File: src/rtl/pe_conv_arb_pkg.sv
// Shared types and constants for the conversion-PE round-robin arbiter.
//   arb_state_e        : issue/drain sequencer states
//   ERR_*              : error codes latched into error_code
//   clog2()            : tag width for a requester count (minimum 1 bit)
package pe_conv_arb_pkg;

  typedef enum logic [1:0] {
    RUN   = 2'd0,
    DRAIN = 2'd1,
    IDLE  = 2'd2
  } arb_state_e;

  localparam logic [15:0] ERR_NONE          = 16'h0000;
  localparam logic [15:0] ERR_ORPHAN_RESULT = 16'h0001;
  localparam logic [15:0] ERR_TAG_OVERFLOW  = 16'h0002;

  function automatic int clog2(input int n);
    int w;
    w = 0;
    while ((1 << w) < n) w++;
    return (w < 1) ? 1 : w;
  endfunction

endpackage

File: src/rtl/pe_conv_tag_fifo.sv
// In-order tag FIFO: remembers which requester issued each operation in flight
// so the PE result can be steered back to it.
// Ports:
//   clk, rst_n        clock, async active-low reset (FIFO empties)
//   push, push_tag    write a tag; ignored while full, even if popping
//   pop               drop the head tag; ignored while empty
//   head_tag          tag at the head (valid when !empty)
//   full, empty       occupancy flags
//   count             current occupancy, 0..DEPTH
module pe_conv_tag_fifo #(
  parameter int DEPTH = 4,
  parameter int TAG_W = 2,
  parameter int CNT_W = $clog2(DEPTH) + 1
) (
  input  logic             clk,
  input  logic             rst_n,
  input  logic             push,
  input  logic [TAG_W-1:0] push_tag,
  input  logic             pop,
  output logic [TAG_W-1:0] head_tag,
  output logic             full,
  output logic             empty,
  output logic [CNT_W-1:0] count
);

  localparam int PTR_W = $clog2(DEPTH);

  logic [TAG_W-1:0] mem_q [DEPTH];
  logic [TAG_W-1:0] mem_d [DEPTH];
  logic [PTR_W-1:0] wr_ptr_q, wr_ptr_d;
  logic [PTR_W-1:0] rd_ptr_q, rd_ptr_d;
  logic [CNT_W-1:0] count_q, count_d;
  logic             do_push, do_pop;

  assign full     = (count_q == CNT_W'(DEPTH));
  assign empty    = (count_q == '0);
  assign count    = count_q;
  assign head_tag = mem_q[rd_ptr_q];

  // A push into a full FIFO is dropped even when a pop frees a slot this
  // cycle; the freed slot becomes usable on the next cycle.
  assign do_push = push && !full;
  assign do_pop  = pop && !empty;

  always_comb begin
    for (int i = 0; i < DEPTH; i++) mem_d[i] = mem_q[i];
    wr_ptr_d = wr_ptr_q;
    rd_ptr_d = rd_ptr_q;
    if (do_push) begin
      mem_d[wr_ptr_q] = push_tag;
      wr_ptr_d        = wr_ptr_q + PTR_W'(1);
    end
    if (do_pop) rd_ptr_d = rd_ptr_q + PTR_W'(1);
    count_d = count_q + CNT_W'(do_push) - CNT_W'(do_pop);
  end

  always_ff @(posedge clk or negedge rst_n) begin
    if (!rst_n) begin
      for (int i = 0; i < DEPTH; i++) mem_q[i] <= '0;
      wr_ptr_q <= '0;
      rd_ptr_q <= '0;
      count_q  <= '0;
    end else begin
      for (int i = 0; i < DEPTH; i++) mem_q[i] <= mem_d[i];
      wr_ptr_q <= wr_ptr_d;
      rd_ptr_q <= rd_ptr_d;
      count_q  <= count_d;
    end
  end

endmodule

File: src/rtl/pe_conv_rr_arbiter.sv
// Round-robin arbiter sharing one conversion PE (A_W operand, B_W operand ->
// A_W result) among N_REQ requesters, with a drain sequencer so PE routing can
// be reconfigured with nothing in flight.
//
// state | meaning
// ------+-----------------------------------------------------------
// RUN   | issuing; drain_req seen -> DRAIN (no grant that cycle)
// DRAIN | no issue; waits for the tag FIFO to empty -> IDLE
// IDLE  | drain_done = 1; drain_req low -> RUN
//
// Ports:
//   clk, rst_n                 clock, async active-low reset
//   req_valid/ready/a/b        per-requester operand pairs (packed slices)
//   pe_in0_*, pe_in1_*         PE operand ports, always presented together
//   pe_out_*                   PE result port
//   rsp_valid/ready, rsp_data  per-requester result handshake, shared data
//   drain_req, drain_done      drain request level / drained status
//   error_valid, error_code    sticky first error
// Optional (PE_CONV_RR_ARBITER_STATS_EN defined):
//   grant_count                per-requester 16-bit wrapping fire counters
//   max_occupancy              tag FIFO high-water mark
module pe_conv_rr_arbiter
  import pe_conv_arb_pkg::*;
#(
  parameter int N_REQ = 4,
  parameter int A_W   = 16,
  parameter int B_W   = 32,
  parameter int DEPTH = 4
) (
  input  logic                   clk,
  input  logic                   rst_n,
  input  logic [N_REQ-1:0]       req_valid,
  output logic [N_REQ-1:0]       req_ready,
  input  logic [N_REQ*A_W-1:0]   req_a,
  input  logic [N_REQ*B_W-1:0]   req_b,
  output logic                   pe_in0_valid,
  input  logic                   pe_in0_ready,
  output logic [A_W-1:0]         pe_in0_data,
  output logic                   pe_in1_valid,
  input  logic                   pe_in1_ready,
  output logic [B_W-1:0]         pe_in1_data,
  input  logic                   pe_out_valid,
  output logic                   pe_out_ready,
  input  logic [A_W-1:0]         pe_out_data,
  output logic [N_REQ-1:0]       rsp_valid,
  input  logic [N_REQ-1:0]       rsp_ready,
  output logic [A_W-1:0]         rsp_data,
  input  logic                   drain_req,
  output logic                   drain_done,
  output logic                   error_valid,
  output logic [15:0]            error_code
`ifdef PE_CONV_RR_ARBITER_STATS_EN
  ,
  output logic [N_REQ*16-1:0]    grant_count,
  output logic [$clog2(DEPTH):0] max_occupancy
`endif
);

  localparam int TAG_W = clog2(N_REQ);
  localparam int CNT_W = $clog2(DEPTH) + 1;

  arb_state_e       state_q, state_d;
  logic [TAG_W-1:0] rr_q, rr_d;
  logic             err_valid_q, err_valid_d;
  logic [15:0]      err_code_q, err_code_d;

  logic [TAG_W-1:0] grant;
  logic             any_req;
  logic             issue_ok;
  logic             fire;
  logic             pop;
  logic             orphan;
  logic             tag_overflow;
  logic [TAG_W-1:0] head_tag;
  logic             fifo_full, fifo_empty;
  logic [CNT_W-1:0] fifo_count;

  // First valid requester at or after the rr pointer, wrapping.
  always_comb begin
    int idx;
    idx     = 0;
    grant   = rr_q;
    any_req = 1'b0;
    for (int k = 0; k < N_REQ; k++) begin
      idx = int'(rr_q) + k;
      if (idx >= N_REQ) idx = idx - N_REQ;
      if (!any_req && req_valid[idx[TAG_W-1:0]]) begin
        any_req = 1'b1;
        grant   = idx[TAG_W-1:0];
      end
    end
  end

  // drain_req blocks issue in the very cycle it is first seen in RUN.
  assign issue_ok     = (state_q == RUN) && !drain_req && !fifo_full;
  assign pe_in0_valid = issue_ok && any_req;
  assign pe_in1_valid = issue_ok && any_req;
  assign fire         = pe_in0_valid && pe_in1_valid && pe_in0_ready && pe_in1_ready;

  always_comb begin
    pe_in0_data = '0;
    pe_in1_data = '0;
    req_ready   = '0;
    if (pe_in0_valid) begin
      pe_in0_data = req_a[int'(grant)*A_W +: A_W];
      pe_in1_data = req_b[int'(grant)*B_W +: B_W];
    end
    if (fire) req_ready[grant] = 1'b1;
  end

  always_comb begin
    rr_d = rr_q;
    if (fire) rr_d = (int'(grant) == N_REQ - 1) ? '0 : grant + TAG_W'(1);
  end

  always_comb begin
    rsp_valid    = '0;
    pe_out_ready = 1'b0;
    rsp_data     = '0;
    if (!fifo_empty) begin
      rsp_valid[head_tag] = pe_out_valid;
      pe_out_ready        = rsp_ready[head_tag];
      if (pe_out_valid) rsp_data = pe_out_data;
    end
  end

  assign pop    = pe_out_valid && pe_out_ready;
  assign orphan = pe_out_valid && fifo_empty;
  // Checked against the raw count rather than fifo_full so a broken full
  // flag still gets caught.
  assign tag_overflow = fire && (fifo_count >= CNT_W'(DEPTH));

  pe_conv_tag_fifo #(
    .DEPTH (DEPTH),
    .TAG_W (TAG_W),
    .CNT_W (CNT_W)
  ) u_tag_fifo (
    .clk      (clk),
    .rst_n    (rst_n),
    .push     (fire),
    .push_tag (grant),
    .pop      (pop),
    .head_tag (head_tag),
    .full     (fifo_full),
    .empty    (fifo_empty),
    .count    (fifo_count)
  );

  always_comb begin
    state_d = state_q;
    case (state_q)
      RUN:     if (drain_req) state_d = DRAIN;
      DRAIN:   if (fifo_empty) state_d = IDLE;
      IDLE:    if (!drain_req) state_d = RUN;
      default: state_d = RUN;
    endcase
  end

  assign drain_done = (state_q == IDLE);

  always_comb begin
    err_valid_d = err_valid_q;
    err_code_d  = err_code_q;
    if (!err_valid_q) begin
      if (orphan) begin
        err_valid_d = 1'b1;
        err_code_d  = ERR_ORPHAN_RESULT;
      end else if (tag_overflow) begin
        err_valid_d = 1'b1;
        err_code_d  = ERR_TAG_OVERFLOW;
      end
    end
  end

  assign error_valid = err_valid_q;
  assign error_code  = err_code_q;

  always_ff @(posedge clk or negedge rst_n) begin
    if (!rst_n) begin
      state_q     <= RUN;
      rr_q        <= '0;
      err_valid_q <= 1'b0;
      err_code_q  <= ERR_NONE;
    end else begin
      state_q     <= state_d;
      rr_q        <= rr_d;
      err_valid_q <= err_valid_d;
      err_code_q  <= err_code_d;
    end
  end

`ifdef PE_CONV_RR_ARBITER_STATS_EN
  logic [15:0]      grant_cnt_q [N_REQ];
  logic [15:0]      grant_cnt_d [N_REQ];
  logic [CNT_W-1:0] max_occ_q, max_occ_d;

  always_comb begin
    for (int i = 0; i < N_REQ; i++) grant_cnt_d[i] = grant_cnt_q[i];
    if (fire) grant_cnt_d[grant] = grant_cnt_q[grant] + 16'd1;
    max_occ_d = (fifo_count > max_occ_q) ? fifo_count : max_occ_q;
  end

  always_ff @(posedge clk or negedge rst_n) begin
    if (!rst_n) begin
      for (int i = 0; i < N_REQ; i++) grant_cnt_q[i] <= '0;
      max_occ_q <= '0;
    end else begin
      for (int i = 0; i < N_REQ; i++) grant_cnt_q[i] <= grant_cnt_d[i];
      max_occ_q <= max_occ_d;
    end
  end

  for (genvar gi = 0; gi < N_REQ; gi++) begin : g_cnt
    assign grant_count[gi*16 +: 16] = grant_cnt_q[gi];
  end
  assign max_occupancy = max_occ_q;
`endif

endmodule

File: config.mk
export PLATFORM = sky130hd
export DESIGN_NAME = pe_conv_rr_arbiter
export DESIGN_NICKNAME = d
export VERILOG_FILES = /design/src/rtl/pe_conv_arb_pkg.sv /design/src/rtl/pe_conv_tag_fifo.sv /design/src/rtl/pe_conv_rr_arbiter.sv
export SDC_FILE = /design/constraint.sdc
export NUM_CORES = 1
export LEC_CHECK = 0
export BUFFER_PORTS_ARGS = -buffer_cell sky130_fd_sc_hd__buf_2
export CAP_MARGIN = 20
export CORE_AREA = 2 2 121 123
export CTS_BUF_LIST = sky130_fd_sc_hd__clkbuf_16
export CTS_CLUSTER_DIAMETER = 30
export DETAILED_ROUTE_END_ITERATION = 6
export DIE_AREA = 0 0 123 125
export PLACE_DENSITY = 0.58
export REMOVE_ABC_BUFFERS = 1
export SLEW_MARGIN = 30
export SYNTH_ARGS = -nofsm -noshare
export SYNTH_HDL_FRONTEND = slang
export SYNTH_SLANG_ARGS = --single-unit
File: constraint.sdc
create_clock -name clk -period 4.3 [get_ports clk]
set_input_delay 0.86 -clock clk [delete_from_list [all_inputs] [get_ports clk]]
set_output_delay 0.86 -clock clk [all_outputs]
set_load 0.1 [all_outputs]
==> flow_metrics.env, run 1 <==
export IMPL_clk_path_buf_depth=2
export IMPL_wl_met1_mm=4.45
export IMPL_final_common_cell="buf_2"
export IMPL_syn_avg_cell_area_um2=9.16
export IMPL_yosysWarnings=0
export IMPL_drv_slew=0
export IMPL_critical_path_slowest_cell="buf_2"
export IMPL_dp_cells=780
export IMPL_gp_congestion=0.845
export IMPL_slowest_delay_ns=0.46
export IMPL_antenna_found_initial=1
export IMPL_drc=0
export IMPL_overflow=0
export IMPL_dr_wl_met3_mm=1.10
export IMPL_fin_util_pct=35.5
export IMPL_wl_met2_mm=5.85
export IMPL_required_ns=3.44
export IMPL_dp_hpwl_mm=9.73
export IMPL_setup_slack_ns=0.631
export IMPL_cp_start_kind="input port"
export IMPL_final_cell_mix="buf_2 (272), mux2i_1 (98), o22ai_1 (49)"
export IMPL_r2r_setup_slack_ns=1.44
export IMPL_wl_per_cell_um=14.7
export IMPL_clock_latency_ns=0.26
export IMPL_skew_ns=0.00344
export IMPL_status="finished, final reports clean"
export IMPL_placedInstanceArea_um2=4960
export IMPL_cts_max_level=1
export IMPL_syn_cell_area_um2=2900
export IMPL_rr_worst_depth=10
export IMPL_layout_drive_gt1_share_pct=54.5
export IMPL_dpl_worst_slack_ns=0.617
export IMPL_cp_arrival_ns=2.81
export IMPL_drt_total_wl_mm=11.5
export IMPL_tightest_slew_ns=0.612
export IMPL_core_area_um2=14200
export IMPL_hold_path_class="flop to flop"
export IMPL_synthCells=317
export IMPL_holdPathStages=1
export IMPL_io_buffers=300
export IMPL_fp_row_count=44
export IMPL_grt_usage_pct=14.0
export IMPL_total_power_mw=3.41
export IMPL_final_cell_area_um2=5050
export IMPL_num_vias=3467
export IMPL_die_area_um2=15400
export IMPL_drtAntennaViolNets=0
export IMPL_cpMostUsedCell="buf_2"
export IMPL_clk_pin_slew_ns=0.06
export IMPL_fp_dieW_um=123
export IMPL_layoutNonFillerInstCount=785
export IMPL_highest_layer="met4"
export IMPL_crit_type="input port to output port"
export IMPL_postCtsHoldBufs=0
export IMPL_worstReg2RegEnd="u_tag_fifo.count[2]$_DFF_PN0_"
export IMPL_synth_seq_cells=22
export IMPL_cts_resized=0
export IMPL_finalNetCount=834
export IMPL_setup_viol=0
export IMPL_hold_end="state_q[0]$_DFFE_PN0P_"
export IMPL_cellLeakagePower_nw=2.75
export IMPL_post_cts_buffers=0
export IMPL_synth_edf_count=0
export IMPL_grt_start_max_net_pins=53
export IMPL_path_max_fanout=48
export IMPL_die_h_um=125
export IMPL_rr_startpoint="u_tag_fifo.rd_ptr_q[0]$_DFFE_PN0P_"
export IMPL_seq_area_frac_synth_pct=19.0
export IMPL_timing_fmax_mhz=273
export IMPL_grt_first_pass_wirelength_mm=17.0
export IMPL_cts_buffers=3
export IMPL_rsz0062_at_grt="false"
export IMPL_async_reset_ff_share_pct=100
export IMPL_dr_pass1_iters=4
export IMPL_ys_types=36
export IMPL_via_per_inst=4.42
export IMPL_num_fill_cells=1499
export IMPL_clock_sinks=22
export IMPL_ys_flop_type="dfrtp_1"
export IMPL_hold_viol=0
export IMPL_slew_headroom_pct=58.9
export IMPL_cellPowerDensity_nw_per_um2=675
export IMPL_fin_crit_ns=3.67
export IMPL_holdWs_ns=0.471
export IMPL_drtIter0Drc=93
export IMPL_setup_tns_ns=0
export IMPL_root_buffer="clkbuf_16"
export IMPL_cp_cell_sequence="buf_2 -> nor2b_1 -> nor3b_1 -> a2bb2oi_2 -> nand2_2 -> buf_4 -> o22ai_1 -> buf_2"
export IMPL_vdd_ir_drop_worst_v=0.000306
export IMPL_cap_violations=0
export IMPL_areaGrowthSynthToFinish_pct=73.8
export IMPL_fin_crit_sh_pct=85.3
export IMPL_crit_path_end_kind="output port"
export IMPL_grt_pass1_vias=3214
export IMPL_cts_tree="done"
export IMPL_io_pin_count=315
export IMPL_initial_core_util_pct=20.4
export IMPL_min_from="state_q[1]$_DFFE_PN0P_"
kinds of logic after synthesis:
kind of cell             synth area share [%]
XOR/XNOR                                 1.51
flip-flops                               19.0
other                                   0.129
adder cells (fa/ha/maj)                  5.00
buffers and inverters                    9.01
AND/OR/NAND/NOR                          11.0
AO/OA/AOI/OAI                            14.5
multiplexers                             39.9
worst max-delay path by stage:
stage                 startpoint              end  slack, ns  cells past startpoint
CTS                 req_valid[2]  pe_in1_data[13]       0.61                      8
detailed placement  req_valid[2]  pe_in1_data[13]       0.62                      8
global placement    req_valid[2]  pe_in1_data[19]       0.62                      8
global route        req_valid[2]  pe_in0_data[11]       0.44                      8
finish              req_valid[2]  pe_in1_data[13]       0.63                      8
floorplan           req_valid[0]   pe_in0_data[0]      -5.77                      4
cell usage after synthesis (all sizes together), types with 2 or more instances:
library cell | number | area share [%]
o22ai | 49 | 11
or3 | 2 | 0.43
dfrtp | 22 | 19
and3 | 2 | 0.43
nor2b | 7 | 1.5
mux4 | 2 | 1.6
o21ai | 4 | 0.69
nor2 | 8 | 1.0
mux2 | 9 | 4.5
ha | 10 | 4.3
nand2b | 2 | 0.43
nor3 | 2 | 0.34
and2 | 20 | 4.3
buf | 31 | 6.8
clkbuf | 8 | 1.0
a21oi | 2 | 0.34
a211oi | 2 | 0.52
xnor2 | 4 | 1.2
nand2 | 13 | 2.0
inv | 9 | 1.2
mux2i | 98 | 34
report_power, final:
part           switching, mW  internal, mW
registers             0.0919         0.301
clock network         0.0763         0.124
logic                   1.94         0.869
worst max-delay path: cells and delay by family:
family	cells	cell delay [ns]
simple gates	3	0.44
buf+inv	3	0.86
compound gates	2	0.61
flip-flops by register name, indices dropped and copies added, names as in the netlist:
| name | flops |
|---|---|
| error_valid | 1 |
| error_code | 2 |
| u_tag_fifo.mem_q | 8 |
| u_tag_fifo.count | 3 |
| u_tag_fifo.wr_ptr_q | 2 |
| state_q | 2 |
| u_tag_fifo.rd_ptr_q | 2 |
| rr_q | 2 |
final cells by class:
class | count | area (um2) | area share, %
multi-input cells | 260 | 2150 | 42.7
repair buffers | 305 | 2000 | 39.6
diodes | 1 | 2.50 | 0.0496
clock buffers | 3 | 75.1 | 1.49
clock inverters | 1 | 3.75 | 0.0744
well taps | 184 | 230 | 4.56
flip-flops and latches | 22 | 551 | 10.9
inverters | 9 | 33.8 | 0.669
per-layer routing:
| layer | up-vias | GRT usage (%) |
|---|---|---|
| met1 | 1559 | 16.8 |
| met4 | 0 | 2.87 |
| met5 | - | 0 |
| met2 | 181 | 25.1 |
| li1 | 1715 | - |
| met3 | 12 | 3.24 |
Power figures use the tool's default switching activity.
==> run 2, diff against run 1 <==
--- a/config.mk
+++ b/config.mk
@@ -13,6 +13,7 @@
 export DETAILED_ROUTE_END_ITERATION = 6
 export DIE_AREA = 0 0 123 125
 export PLACE_DENSITY = 0.58
+export RECOVER_POWER = 50
 export REMOVE_ABC_BUFFERS = 1
 export SLEW_MARGIN = 30
 export SYNTH_ARGS = -nofsm -noshare
==> flow_metrics.env, run 2 (synthesis results as in run 1) <==
export IMPL_status="finished, final reports clean"
export IMPL_wl_per_cell_um=14.8
export IMPL_cp_start_kind="input port"
export IMPL_min_from="state_q[1]$_DFFE_PN0P_"
export IMPL_final_cell_mix="buf_2 (250), mux2i_1 (98), o22ai_1 (49)"
export IMPL_multi_input_area_um2=2130
export IMPL_hold_path_class="flop to flop"
export IMPL_io_buffers=300
export IMPL_drt_total_wl_mm=11.6
export IMPL_die_h_um=125
export IMPL_clock_latency_ns=0.26
export IMPL_drtIter0Drc=73
export IMPL_postCtsHoldBufs=0
export IMPL_grt_usage_pct=14.0
export IMPL_skew_ns=0.00399
export IMPL_cts_buffers=3
export IMPL_cts_tree="done"
export IMPL_fin_util_pct=35.1
export IMPL_tightest_slew_ns=1.22
export IMPL_num_vias=3501
export IMPL_antenna_found_initial=1
export IMPL_root_buffer="clkbuf_16"
export IMPL_cts_max_level=1
export IMPL_cp_arrival_ns=2.81
export IMPL_grt_pass1_vias=3214
export IMPL_slew_headroom_pct=19.1
export IMPL_crit_type="input port to output port"
export IMPL_regMostFlops="u_tag_fifo.mem_q"
export IMPL_fin_crit_ns=3.67
export IMPL_dr_pass1_iters=4
export IMPL_setup_tns_ns=0
export IMPL_fin_crit_sh_pct=85.4
export IMPL_io_pin_count=315
export IMPL_vdd_ir_drop_worst_v=0.000305
export IMPL_num_fill_cells=1524
export IMPL_grt_first_pass_wirelength_mm=17.0
export IMPL_rr_startpoint="u_tag_fifo.rd_ptr_q[0]$_DFFE_PN0P_"
export IMPL_drtAntennaViolNets=0
export IMPL_cellPowerDensity_nw_per_um2=677
export IMPL_cts_resized=0
export IMPL_fp_row_count=44
export IMPL_clock_sinks=22
export IMPL_post_cts_buffers=0
export IMPL_clk_path_buf_depth=2
export IMPL_drv_slew=0
export IMPL_final_common_cell="buf_2"
export IMPL_fp_dieW_um=123
export IMPL_largest_reg_flops=8
export IMPL_cellLeakagePower_nw=2.65
export IMPL_timing_fmax_mhz=272
export IMPL_clk_pin_slew_ns=0.06
export IMPL_gp_congestion=0.845
export IMPL_core_area_um2=14200
export IMPL_required_ns=3.44
export IMPL_holdWs_ns=0.470
export IMPL_overflow=0
export IMPL_grt_start_max_net_pins=53
export IMPL_rsz0062_at_grt="false"
export IMPL_hold_viol=0
export IMPL_setup_viol=0
export IMPL_areaGrowthSynthToFinish_pct=71.9
export IMPL_crit_path_end_kind="output port"
export IMPL_cap_violations=0
export IMPL_holdPathStages=1
export IMPL_layout_drive_gt1_share_pct=49.3
export IMPL_critPathLaunch="req_valid[2]"
export IMPL_path_max_fanout=48
export IMPL_rr_worst_depth=10
export IMPL_dp_hpwl_mm=9.73
export IMPL_initial_core_util_pct=20.4
export IMPL_finalNetCount=834
export IMPL_die_area_um2=15400
export IMPL_drc=0
export IMPL_via_per_inst=4.46
export IMPL_regArea_um2=551
## run 2: cell types whose count changed in the layout (fill, tap and decap cells not counted), sizes merged
cell    delta
buf       -23
clkbuf    +23
## run 2: stage by stage
step / setup slack, ns / std cells / power, mW / cell area [um2]
finish: 0.628 / 785 / 3.38 / 4990
global route: 0.458 / 785 / 3.55 / 4990
CTS: 0.611 / 784 / 3.44 / 5040
detailed placement: 0.617 / 780 / 3.23 / 4960
global placement: 0.624 / 780 / 3.23 / 4960
floorplan: -5.77 / 291 / 2.70 / 2720
## run 2: final cells by class
| class | count | share of cell area, % |
|---|---|---|
| Clock buffer | 3 | 1.50 |
| Sequential cell | 22 | 11.0 |
| Antenna cell | 1 | 0.0502 |
| Multi-Input combinational cell | 260 | 42.7 |
| Tap cell | 184 | 4.61 |
| Clock inverter | 1 | 0.0752 |
| Inverter | 9 | 0.677 |
| Timing Repair Buffer | 305 | 39.4 |
## run 2: worst max-delay path, stage by stage
cell and delay [ns]:
buf_2 0.11, nor2b_1 0.13, nor3b_1 0.26, a2bb2oi_2 0.42
nand2_2 0.06, buf_4 0.28, o22ai_1 0.18, buf_2 0.46
## run 2: worst paths after layout
check,endpoint,slack (ns)
worst max-delay path,pe_in1_data[13],0.63
worst min-delay path,state_q[0]$_DFFE_PN0P_,0.47
worst max register to register,u_tag_fifo.count[2]$_DFF_PN0_,1.45
worst min register to register,state_q[0]$_DFFE_PN0P_,0.47
max in group asynchronous,u_tag_fifo.mem_q[2]$_DFFE_PN0P_,2.75
min in group asynchronous,error_code[1]$_DFFE_PN0P_,0.84
## run 2: per-layer routing
layer  GRT usage, %  part of all wire, %  vias up
met3           3.24                  9.3       12
met5              0                    0        -
met2           25.1                   51      190
li1               -                    -     1709
met1           16.8                   39     1590
met4           2.87                  1.2        0
## run 2: report_power, final
group	switching (mW)	total, mW	internal [mW]
combinational	1.94	2.78	0.843
sequential	0.0924	0.393	0.301
clock	0.0764	0.201	0.124
==> run 3, diff against run 2 <==
--- a/config.mk
+++ b/config.mk
@@ -7,12 +7,15 @@
 export LEC_CHECK = 0
 export BUFFER_PORTS_ARGS = -buffer_cell sky130_fd_sc_hd__buf_2
 export CAP_MARGIN = 20
-export CORE_AREA = 2 2 121 123
+export CELL_PAD_IN_SITES_DETAIL_PLACEMENT = 0
+export CELL_PAD_IN_SITES_GLOBAL_PLACEMENT = 2
+export CORE_ASPECT_RATIO = 0.9
+export CORE_MARGIN = 3
+export CORE_UTILIZATION = 18
 export CTS_BUF_LIST = sky130_fd_sc_hd__clkbuf_16
 export CTS_CLUSTER_DIAMETER = 30
 export DETAILED_ROUTE_END_ITERATION = 6
-export DIE_AREA = 0 0 123 125
-export PLACE_DENSITY = 0.58
+export PLACE_DENSITY = 0.92
 export RECOVER_POWER = 50
 export REMOVE_ABC_BUFFERS = 1
 export SLEW_MARGIN = 30
==> flow_metrics.env, run 3 (synthesis results as in run 1) <==
export IMPL_areaGrowthSynthToFinish_pct=86.2
export IMPL_total_power_mw=3.59
export IMPL_vdd_ir_drop_worst_v=0.000487
export IMPL_num_vias=3471
export IMPL_critical_path_slowest_cell="mux2i_1"
export IMPL_grt_start_max_net_pins=39
export IMPL_via_per_inst=4.29
export IMPL_fin_crit_ns=3.66
export IMPL_crit_path_end_kind="output port"
export IMPL_timing_fmax_mhz=273
export IMPL_die_area_um2=17700
export IMPL_grt_usage_pct=14.4
export IMPL_drtIter0Drc=71
export IMPL_drt_total_wl_mm=13.8
export IMPL_layoutNonFillerInstCount=810
export IMPL_fin_util_pct=34.6
export IMPL_antenna_found_initial=3
export IMPL_dp_cells=804
export IMPL_status="finished, final reports clean"
export IMPL_cp_start_kind="input port"
export IMPL_path_max_fanout=38
export IMPL_tightest_slew_ns=1.22
export IMPL_root_buffer="clkbuf_16"
export IMPL_die_h_um=126
export IMPL_dr_pass1_iters=4
export IMPL_cp_arrival_ns=2.80
export IMPL_slowest_delay_ns=0.40
export IMPL_cts_buffers=3
export IMPL_hold_viol=0
export IMPL_clk_pin_slew_ns=0.06
export IMPL_cellLeakagePower_nw=2.76
export IMPL_postCtsHoldBufs=0
export IMPL_fp_row_count=43
export IMPL_clock_sinks=22
export IMPL_hold_path_class="flop to flop"
export IMPL_skew_ns=0.00115
export IMPL_final_cell_mix="buf_2 (229), mux2i_1 (98), buf_12 (54)"
export IMPL_required_ns=3.44
export IMPL_holdWs_ns=0.467
export IMPL_clk_path_buf_depth=2
export IMPL_grt_pass1_vias=3519
export IMPL_clock_latency_ns=0.25
export IMPL_finalNetCount=840
export IMPL_grt_first_pass_wirelength_mm=20.1
export IMPL_cap_violations=0
export IMPL_slew_headroom_pct=18.9
export IMPL_gp_congestion=0.831
export IMPL_cts_max_level=1
export IMPL_initial_core_util_pct=18.6
export IMPL_post_cts_buffers=0
export IMPL_cpMostUsedCell="buf_12"
export IMPL_io_buffers=300
export IMPL_cts_tree="done"
export IMPL_drv_slew=0
export IMPL_setup_viol=0
export IMPL_wl_per_cell_um=17.0
export IMPL_dp_hpwl_mm=12.0
export IMPL_fp_dieW_um=140
export IMPL_overflow=0
export IMPL_cp_cell_sequence="buf_2 -> nor2b_1 -> o31ai_4 -> buf_12 -> buf_4 -> mux2i_1 -> o22ai_1 -> buf_12"
export IMPL_largest_reg_flops=8
export IMPL_cts_resized=0
export IMPL_core_area_um2=15600
export IMPL_drtAntennaViolNets=0
export IMPL_io_pin_count=315
export IMPL_cellPowerDensity_nw_per_um2=664
export IMPL_fin_crit_sh_pct=85.2
export IMPL_regMostFlops="u_tag_fifo.mem_q"
export IMPL_drc=0
export IMPL_rsz0062_at_grt="false"
export IMPL_crit_type="input port to output port"
export IMPL_final_common_cell="buf_2"
export IMPL_layout_drive_gt1_share_pct=50.0
-- run 3: metrics by stage --
step | setup slack (ns) | instance area (um2) | setup TNS, ns
final | 0.636 | 5400 | 0
after CTS | 0.614 | 5450 | 0
after global routing | 0.492 | 5400 | 0
after global placement | 0.613 | 5370 | 0
after floorplan | -5.77 | 2720 | -324.29
after detailed placement | 0.622 | 5370 | 0
-- run 3: worst paths after layout --
check	startpoint	end	slack (ns)	cells past startpoint
min	state_q[1]$_DFFE_PN0P_	state_q[0]$_DFFE_PN0P_	0.47	1
max in group asynchronous	rst_n	u_tag_fifo.mem_q[3]$_DFFE_PN0P_	2.80	1
min in group asynchronous	rst_n	error_code[0]$_DFFE_PN0P_	0.82	1
max reg2reg	u_tag_fifo.rd_ptr_q[0]$_DFFE_PN0P_	u_tag_fifo.count[2]$_DFF_PN0_	1.45	10
min reg2reg	state_q[1]$_DFFE_PN0P_	state_q[0]$_DFFE_PN0P_	0.47	1
max	req_valid[0]	pe_in1_data[7]	0.64	8
-- run 3: area by class of cell --
cell class | count | area (um2)
Sequential cell | 22 | 551
Multi-Input combinational cell | 260 | 2130
Timing Repair Buffer | 311 | 2350
Inverter | 9 | 33.8
Fill cell | 1647 | 10200
Antenna cell | 2 | 5.00
Clock inverter | 1 | 3.75
Tap cell | 202 | 253
Clock buffer | 3 | 75.1
-- run 3: metal layers --
layer  part of all wire [%]  GRT usage (%)  vias to the layer above
li1                       -              -                     1731
met1                     37           16.3                     1565
met2                     54           27.7                      166
met3                    7.9           3.96                        9
met4                   0.90           1.94                        0
met5                      0              0                        -
-- run 3: where the power goes --
group          total [mW]  leakage, nW  internal, mW  switching [mW]
Clock               0.197       0.0385         0.124          0.0725
Sequential          0.390        0.270         0.301          0.0892
Combinational        3.00         2.45          1.01            1.99
Total                3.59         2.76          1.43            2.15
-- run 3: worst max-delay path: cells and delay by family --
family / cells / cell delay, ns
buffers and inverters: 4 / 0.92
AOI/OAI and AO/OA: 2 / 0.45
muxes: 1 / 0.40
and+or+nand+nor: 1 / 0.16
